## src/rtl/gpio_apb_arbiter_if.sv

```systemverilog
// Client req/done ports and APB master port of gpio_apb_arbiter, bundled as one interface.
// modport master = arbiter side; modport slave = the two clients plus the GPIO APB slave.
interface gpio_apb_arbiter_if #(
  parameter int GPIO_PINS  = 32,
  parameter int PADDR_SIZE = 4
);
  logic                     m0_req,   m1_req;
  logic [PADDR_SIZE-1:0]    m0_addr,  m1_addr;
  logic                     m0_write, m1_write;
  logic [GPIO_PINS-1:0]     m0_wdata, m1_wdata;
  logic [GPIO_PINS/8-1:0]   m0_strb,  m1_strb;
  logic                     m0_done,  m1_done;
  logic [GPIO_PINS-1:0]     m0_rdata, m1_rdata;
  logic                     m0_err,   m1_err;

  logic                     PSEL;
  logic                     PENABLE;
  logic                     PWRITE;
  logic [PADDR_SIZE-1:0]    PADDR;
  logic [GPIO_PINS-1:0]     PWDATA;
  logic [GPIO_PINS/8-1:0]   PSTRB;
  logic                     PREADY;
  logic                     PSLVERR;
  logic [GPIO_PINS-1:0]     PRDATA;

  modport master (
    input  m0_req, m1_req, m0_addr, m1_addr, m0_write, m1_write,
           m0_wdata, m1_wdata, m0_strb, m1_strb,
    output m0_done, m1_done, m0_rdata, m1_rdata, m0_err, m1_err,
    output PSEL, PENABLE, PWRITE, PADDR, PWDATA, PSTRB,
    input  PREADY, PSLVERR, PRDATA
  );

  modport slave (
    output m0_req, m1_req, m0_addr, m1_addr, m0_write, m1_write,
           m0_wdata, m1_wdata, m0_strb, m1_strb,
    input  m0_done, m1_done, m0_rdata, m1_rdata, m0_err, m1_err,
    input  PSEL, PENABLE, PWRITE, PADDR, PWDATA, PSTRB,
    output PREADY, PSLVERR, PRDATA
  );
endinterface

```

## src/rtl/gpio_apb_arbiter.sv

```systemverilog
// Round-robin two-client APB master in front of the GPIO register slave.
// Define GPIO_ARB_TIMEOUT_EN to abort ACCESS phases that exceed TIMEOUT_CYCLES with err=1.
module gpio_apb_arbiter #(
  parameter int GPIO_PINS      = 32,
  parameter int PADDR_SIZE     = 4,
  parameter int TIMEOUT_CYCLES = 16
) (
  input  logic               CLK,
  input  logic               HRESETn,
  gpio_apb_arbiter_if.master bus,
  output logic               busy
);

  localparam int STRB_W = GPIO_PINS / 8;

  if (((GPIO_PINS % 8) != 0) || (TIMEOUT_CYCLES < 1)) begin : g_cfg_check
    $error("gpio_apb_arbiter: GPIO_PINS must be a multiple of 8 and TIMEOUT_CYCLES >= 1");
  end

  typedef enum logic [1:0] {ST_IDLE, ST_SETUP, ST_ACCESS} state_t;

  state_t                  r_state;
  state_t                  w_state_next;
  logic                    r_last_grant;
  logic                    r_owner;
  logic                    r_psel;
  logic                    r_penable;
  logic                    r_pwrite;
  logic [PADDR_SIZE-1:0]   r_paddr;
  logic [GPIO_PINS-1:0]    r_pwdata;
  logic [STRB_W-1:0]       r_pstrb;

  logic [1:0]              w_req;
  logic [PADDR_SIZE-1:0]   w_addr  [2];
  logic [1:0]              w_write;
  logic [GPIO_PINS-1:0]    w_wdata [2];
  logic [STRB_W-1:0]       w_strb  [2];
  logic                    w_winner;
  logic                    w_grant;
  logic                    w_complete;
  logic                    w_timeout;
  logic                    w_end;

  assign w_req      = {bus.m1_req, bus.m0_req};
  assign w_write    = {bus.m1_write, bus.m0_write};
  assign w_addr[0]  = bus.m0_addr;
  assign w_addr[1]  = bus.m1_addr;
  assign w_wdata[0] = bus.m0_wdata;
  assign w_wdata[1] = bus.m1_wdata;
  assign w_strb[0]  = bus.m0_strb;
  assign w_strb[1]  = bus.m1_strb;

  // On a tie the client that did not win last time goes next.
  always_comb begin
    w_winner = 1'b0;
    if (w_req[0] && w_req[1]) begin
      w_winner = ~r_last_grant;
    end else if (w_req[1]) begin
      w_winner = 1'b1;
    end
  end

  assign w_grant    = (r_state == ST_IDLE) && (w_req != 2'b00);
  assign w_complete = (r_state == ST_ACCESS) && bus.PREADY;
  assign w_end      = w_complete || w_timeout;

`ifdef GPIO_ARB_TIMEOUT_EN
  localparam int CNT_W = $clog2(TIMEOUT_CYCLES + 1);
  logic [CNT_W-1:0] r_access_cnt;

  always_ff @(posedge CLK or negedge HRESETn) begin
    if (!HRESETn) begin
      r_access_cnt <= '0;
    end else if (r_state == ST_SETUP) begin
      r_access_cnt <= '0;
    end else if (r_state == ST_ACCESS) begin
      r_access_cnt <= r_access_cnt + 1'b1;
    end
  end

  // Counter holds the number of ACCESS cycles already spent before this one.
  assign w_timeout = (r_state == ST_ACCESS) && !bus.PREADY &&
                     (r_access_cnt == CNT_W'(TIMEOUT_CYCLES - 1));
`else
  assign w_timeout = 1'b0;
`endif

  always_comb begin
    w_state_next = r_state;
    case (r_state)
      ST_IDLE:   if (w_grant) w_state_next = ST_SETUP;
      ST_SETUP:  w_state_next = ST_ACCESS;
      ST_ACCESS: if (w_end) w_state_next = ST_IDLE;
      default:   w_state_next = ST_IDLE;
    endcase
  end

  always_ff @(posedge CLK or negedge HRESETn) begin
    if (!HRESETn) begin
      r_state      <= ST_IDLE;
      r_last_grant <= 1'b1;
      r_owner      <= 1'b0;
      r_psel       <= 1'b0;
      r_penable    <= 1'b0;
      r_pwrite     <= 1'b0;
      r_paddr      <= '0;
      r_pwdata     <= '0;
      r_pstrb      <= '0;
    end else begin
      r_state   <= w_state_next;
      r_psel    <= (w_state_next != ST_IDLE);
      r_penable <= (w_state_next == ST_ACCESS);
      if (w_grant) begin
        r_owner      <= w_winner;
        r_last_grant <= w_winner;
        r_pwrite     <= w_write[w_winner];
        r_paddr      <= w_addr[w_winner];
        r_pwdata     <= w_write[w_winner] ? w_wdata[w_winner] : '0;
        r_pstrb      <= w_write[w_winner] ? w_strb[w_winner]  : '0;
      end
    end
  end

  logic [1:0]           w_done;
  logic [1:0]           w_err;
  logic [GPIO_PINS-1:0] w_rdata [2];

  genvar gi;
  generate
    for (gi = 0; gi < 2; gi++) begin : g_client
      logic                 r_done;
      logic                 r_err;
      logic [GPIO_PINS-1:0] r_rdata;
      logic                 w_hit;

      assign w_hit = w_end && (r_owner == 1'(gi));

      // rdata only moves on a successful read; err moves on every done.
      always_ff @(posedge CLK or negedge HRESETn) begin
        if (!HRESETn) begin
          r_done  <= 1'b0;
          r_err   <= 1'b0;
          r_rdata <= '0;
        end else begin
          r_done <= w_hit;
          if (w_hit) begin
            r_err <= w_timeout ? 1'b1 : bus.PSLVERR;
            if (w_complete && !r_pwrite) begin
              r_rdata <= bus.PRDATA;
            end
          end
        end
      end

      assign w_done[gi]  = r_done;
      assign w_err[gi]   = r_err;
      assign w_rdata[gi] = r_rdata;
    end
  endgenerate

  assign bus.m0_done  = w_done[0];
  assign bus.m1_done  = w_done[1];
  assign bus.m0_err   = w_err[0];
  assign bus.m1_err   = w_err[1];
  assign bus.m0_rdata = w_rdata[0];
  assign bus.m1_rdata = w_rdata[1];

  assign bus.PSEL    = r_psel;
  assign bus.PENABLE = r_penable;
  assign bus.PWRITE  = r_pwrite;
  assign bus.PADDR   = r_paddr;
  assign bus.PWDATA  = r_pwdata;
  assign bus.PSTRB   = r_pstrb;

  assign busy = (r_state != ST_IDLE);

endmodule

```

## src/flat_wrapper.sv

```systemverilog
// flat-port wrapper written by rule: the top's interface ports become plain ports
module gpio_apb_arbiter_flat 
#(
  parameter int GPIO_PINS      = 32,
  parameter int PADDR_SIZE     = 4,
  parameter int TIMEOUT_CYCLES = 16
)
  (CLK, HRESETn, busy, bus_m0_req, bus_m1_req, bus_m0_addr, bus_m1_addr, bus_m0_write, bus_m1_write, bus_m0_wdata, bus_m1_wdata, bus_m0_strb, bus_m1_strb, bus_m0_done, bus_m1_done, bus_m0_rdata, bus_m1_rdata, bus_m0_err, bus_m1_err, bus_PSEL, bus_PENABLE, bus_PWRITE, bus_PADDR, bus_PWDATA, bus_PSTRB, bus_PREADY, bus_PSLVERR, bus_PRDATA);
  gpio_apb_arbiter_if #(.GPIO_PINS(GPIO_PINS), .PADDR_SIZE(PADDR_SIZE)) bus_i ();
  input  logic CLK;
  input  logic HRESETn;
  output logic busy;
  input wire logic [$bits(bus_i.m0_req)-1:0] bus_m0_req;
  input wire logic [$bits(bus_i.m1_req)-1:0] bus_m1_req;
  input wire logic [$bits(bus_i.m0_addr)-1:0] bus_m0_addr;
  input wire logic [$bits(bus_i.m1_addr)-1:0] bus_m1_addr;
  input wire logic [$bits(bus_i.m0_write)-1:0] bus_m0_write;
  input wire logic [$bits(bus_i.m1_write)-1:0] bus_m1_write;
  input wire logic [$bits(bus_i.m0_wdata)-1:0] bus_m0_wdata;
  input wire logic [$bits(bus_i.m1_wdata)-1:0] bus_m1_wdata;
  input wire logic [$bits(bus_i.m0_strb)-1:0] bus_m0_strb;
  input wire logic [$bits(bus_i.m1_strb)-1:0] bus_m1_strb;
  output wire logic [$bits(bus_i.m0_done)-1:0] bus_m0_done;
  output wire logic [$bits(bus_i.m1_done)-1:0] bus_m1_done;
  output wire logic [$bits(bus_i.m0_rdata)-1:0] bus_m0_rdata;
  output wire logic [$bits(bus_i.m1_rdata)-1:0] bus_m1_rdata;
  output wire logic [$bits(bus_i.m0_err)-1:0] bus_m0_err;
  output wire logic [$bits(bus_i.m1_err)-1:0] bus_m1_err;
  output wire logic [$bits(bus_i.PSEL)-1:0] bus_PSEL;
  output wire logic [$bits(bus_i.PENABLE)-1:0] bus_PENABLE;
  output wire logic [$bits(bus_i.PWRITE)-1:0] bus_PWRITE;
  output wire logic [$bits(bus_i.PADDR)-1:0] bus_PADDR;
  output wire logic [$bits(bus_i.PWDATA)-1:0] bus_PWDATA;
  output wire logic [$bits(bus_i.PSTRB)-1:0] bus_PSTRB;
  input wire logic [$bits(bus_i.PREADY)-1:0] bus_PREADY;
  input wire logic [$bits(bus_i.PSLVERR)-1:0] bus_PSLVERR;
  input wire logic [$bits(bus_i.PRDATA)-1:0] bus_PRDATA;
  assign bus_i.m0_req = bus_m0_req;
  assign bus_i.m1_req = bus_m1_req;
  assign bus_i.m0_addr = bus_m0_addr;
  assign bus_i.m1_addr = bus_m1_addr;
  assign bus_i.m0_write = bus_m0_write;
  assign bus_i.m1_write = bus_m1_write;
  assign bus_i.m0_wdata = bus_m0_wdata;
  assign bus_i.m1_wdata = bus_m1_wdata;
  assign bus_i.m0_strb = bus_m0_strb;
  assign bus_i.m1_strb = bus_m1_strb;
  assign bus_m0_done = bus_i.m0_done;
  assign bus_m1_done = bus_i.m1_done;
  assign bus_m0_rdata = bus_i.m0_rdata;
  assign bus_m1_rdata = bus_i.m1_rdata;
  assign bus_m0_err = bus_i.m0_err;
  assign bus_m1_err = bus_i.m1_err;
  assign bus_PSEL = bus_i.PSEL;
  assign bus_PENABLE = bus_i.PENABLE;
  assign bus_PWRITE = bus_i.PWRITE;
  assign bus_PADDR = bus_i.PADDR;
  assign bus_PWDATA = bus_i.PWDATA;
  assign bus_PSTRB = bus_i.PSTRB;
  assign bus_i.PREADY = bus_PREADY;
  assign bus_i.PSLVERR = bus_PSLVERR;
  assign bus_i.PRDATA = bus_PRDATA;
  gpio_apb_arbiter #(.GPIO_PINS(GPIO_PINS), .PADDR_SIZE(PADDR_SIZE), .TIMEOUT_CYCLES(TIMEOUT_CYCLES)) u_core (.CLK(CLK), .HRESETn(HRESETn), .bus(bus_i), .busy(busy));
endmodule
```

## config.mk

```make
export PLATFORM = sky130hd
export DESIGN_NAME = gpio_apb_arbiter_flat
export DESIGN_NICKNAME = d
export VERILOG_FILES = /design/src/rtl/gpio_apb_arbiter_if.sv /design/src/rtl/gpio_apb_arbiter.sv /design/src/flat_wrapper.sv
export SDC_FILE = /design/constraint.sdc
export NUM_CORES = 1
export LEC_CHECK = 0
export ABC_AREA = 1
export ABC_CLOCK_PERIOD_IN_PS = 1750
export CORE_ASPECT_RATIO = 0.6
export CORE_UTILIZATION = 31
export CTS_CLUSTER_DIAMETER = 200
export DETAILED_ROUTE_END_ITERATION = 8
export PLACE_DENSITY = 0.61
export SYNTH_ARGS = -nofsm -noshare
export SYNTH_HDL_FRONTEND = slang
export SYNTH_SLANG_ARGS = --single-unit
export TNS_END_PERCENT = 5
```

## constraint.sdc

```tcl
create_clock -name CLK -period 1.75 [get_ports CLK]
set_input_delay 0.525 -clock CLK [delete_from_list [all_inputs] [get_ports CLK]]
set_output_delay 0.525 -clock CLK [all_outputs]
set_load 0.05 [all_outputs]
```

==> reports/results.ini <==
[synthesis]
synth_area_mm2=0.00531
yosysTopAreaCell=dfrtp_1
synth_fp_nets=739
syn_inst=619
synth.avg_cell_area_um2=8.58
synth.distinct_cells=24
ys_warn_count=0
seq_area_frac_synth_pct=54.2
synth-seq-cells=115
yosys-top-cells-area=dfrtp_1 (54%), nand2_1 (20%), nand3_1 (11%)
yosys.area.top_type_share_pct=53.7

[die]
rows=36
fp.dieH_um=103
fp.dieW_um=171
start_util_pct=32.2
io_pins=232
die-area_mm2=0.0177
core_area_mm2=0.0165

[job]
max_cap_violations=0

[sta]
setup_viol=0
drv_slew=0
fmax_mhz=603
post-route-period-util_pct=94.7
skew_ps=11.8
tns_ps=0
fin_hold_ws_ps=485
worst_slew_pin_slew_ps=374
hold_viol=0
min_period_ps=1660
rsz0062_at_grt=false
relSlewSlack_pct=75.0

[place]
portBuffers=231
dpl.hpwl_um=12200
post_dp_cell_area_mm2=0.00900
routabilityCongestion=0.804

[worst_setup_path]
crit_path_start_kind=flop
r2r_end=u_core.bus.PWDATA[3]
reg2reg_depth=7
endpoint=busy
crit_type=reg -> out
slowest_delay_ps=400
cp_slowest_cell=dfrtp_1
worstPathCellList=inv_2 -> nand2_4 -> buf_12
regToRegStartpoint=u_core.r_last_grant
ff2ff_setup_slack_ps=390
worst_setup_path_end_kind=output pin
arrival_ps=1130
path_max_fanout=4
crit_start=u_core.r_state[1]
worstPathRequired_ps=1220

[run_status]
status=finished clean

[routing]
wire_per_inst_um=15.3
route.detailed.drc=0
wl_um=16700
num_vias=5064
viasPerCell=4.63
postRouteAntennaNets=0
drt_iter0_drc=314
drt-pass1-iter-count=4

[layout]
diodes=0
area_delta_synth_final_pct=82.4
fillers=1393
layout-drive-gt1-share_pct=23.8
nNetsFinal=973
final_cell_area_mm2=0.00968
multi_input_area_mm2=0.00206
seqCellArea_mm2=0.00288

[grt]
grt_util_all_layers_pct=19.3
antenna_found_initial=0
grt_pass1_vias=4793
grt_max_degree=61
grt_pass1_wl_um=26000
grt_overflow=0

[clock_network]
cts_root_buf=clkbuf_16
cts_buffers=17
cts_buffer_depth=2
path_clk_slew_ps=60
postCtsSetupBuffers=0
clock_sinks=115
cts_tree=done
h-tree-depth=4
clock_latency_ps=400

[power]
max-vdd-ir-drop_mv=1.32
power_density_mw_per_mm2=2160
p_leak_nw=4.74

[min_path]
hold_class=reg -> reg

[placed cells by master (no fill, tap or decap), drive strengths merged, types with 2 or more instances in the layout]
cell type      count
buf              139
bufinv             5
clkbuf            19
clkdlybuf4s50    118
clkinvlp           2
dfrtp            114
inv               15
nand2            295
nand3            139
nor2               6
o211ai             4
o21a               3
o21ai              2
[worst max-delay path: cells and delay by family, from the launching register on]
kind                   cells  cell delay [ps]
buffers and inverters      2              250
and+or+nand+nor            1               80
DFF                        1              400
[report_power, final]
part | switching [mW] | internal [mW]
combinational | 6.53 | 5.37
clock | 1.30 | 2.63
sequential | 1.24 | 3.82
total | 9.07 | 11.8
[flip-flops by register name, summed over array words and instances, names as in the netlist]
register / cells
u_core.bus.PADDR: 4
u_core.bus.PENABLE: 1
u_core.bus.PSEL: 1
u_core.bus.PSTRB: 4
u_core.bus.PWDATA: 32
u_core.bus.PWRITE: 1
u_core.bus.m0_done: 1
u_core.bus.m0_err: 1
u_core.bus.m0_rdata: 32
u_core.bus.m1_done: 1
u_core.bus.m1_err: 1
u_core.bus.m1_rdata: 32
u_core.r_last_grant: 1
u_core.r_owner: 1
u_core.r_state: 2
[kinds of logic after synthesis]
| family | share of synthesized area [%] |
|---|---|
| AOI/OAI and AO/OA | 1.27 |
| buffers and inverters | 7.12 |
| DFF | 54.2 |
| and+or+nand+nor | 37.4 |
[worst min path at each step]
stage	start	to	slack, ps	cells after the start
floorplan	HRESETn	u_core.bus.PADDR[0]	230	0
global placement	HRESETn	u_core.bus.m0_rdata[26]	330	1
detailed placement	HRESETn	u_core.bus.m0_rdata[26]	340	1
CTS	HRESETn	u_core.bus.m0_rdata[26]	460	2
global route	HRESETn	u_core.bus.m0_rdata[26]	470	2
finish	u_core.r_last_grant	u_core.r_last_grant	480	2
[area by class of cell]
cell class | instances | share of cell area, %
timing repair buffer | 258 | 38.7
sequential | 115 | 29.7
multi-input combinational | 451 | 21.3
clock buffer | 19 | 4.68
tap | 228 | 2.95
clock inverter | 13 | 2.25
inverter | 10 | 0.388
[layer usage]
metal,up-vias,GRT usage (%),routed length (um)
met2,187,28.2,7020
met4,0,5.22,144
li1,2457,-,-
met3,16,7.46,1780
met1,2404,26.5,7800
met5,-,0,0
[repair_timing]
| action | CTS | global route |
|---|---|---|
| setup endpoints to repair | 0 | 1 |
| hold buffers | 1 | 0 |
| resized for setup | 0 | 2 |
| hold endpoints to repair | 1 | 0 |
[through the flow]
step | power, mW | instances | setup WS (ps) | utilization (%)
final | 20.9 | 1094 | 92.7 | 58.7
after global routing | 21.8 | 1094 | 30.3 | 58.7
after CTS | 21.1 | 1094 | 11.0 | 58.7
after detailed placement | 17.1 | 1061 | -177 | 54.6
after global placement | 17.0 | 1061 | -142 | 54.6
after floorplan | 10.7 | 619 | 309 | -
[synth_stat cells]
cell	instances
inv_1	9
nor2_2	1
o21ai_1	1
nand2_4	3
inv_2	1
o21ai_0	1
nand3_2	21
buf_12	2
dfstp_2	1
o21a_1	3
clkbuf_1	1
nand2_1	289
buf_8	1
nand2_2	3
or2_2	1
nor2_4	2
nand3_1	118
nor2_1	3
buf_4	12
a21oi_1	1
dfrtp_1	114
buf_2	18
buf_6	9
o211ai_1	4
Power figures use the tool's default switching activity.
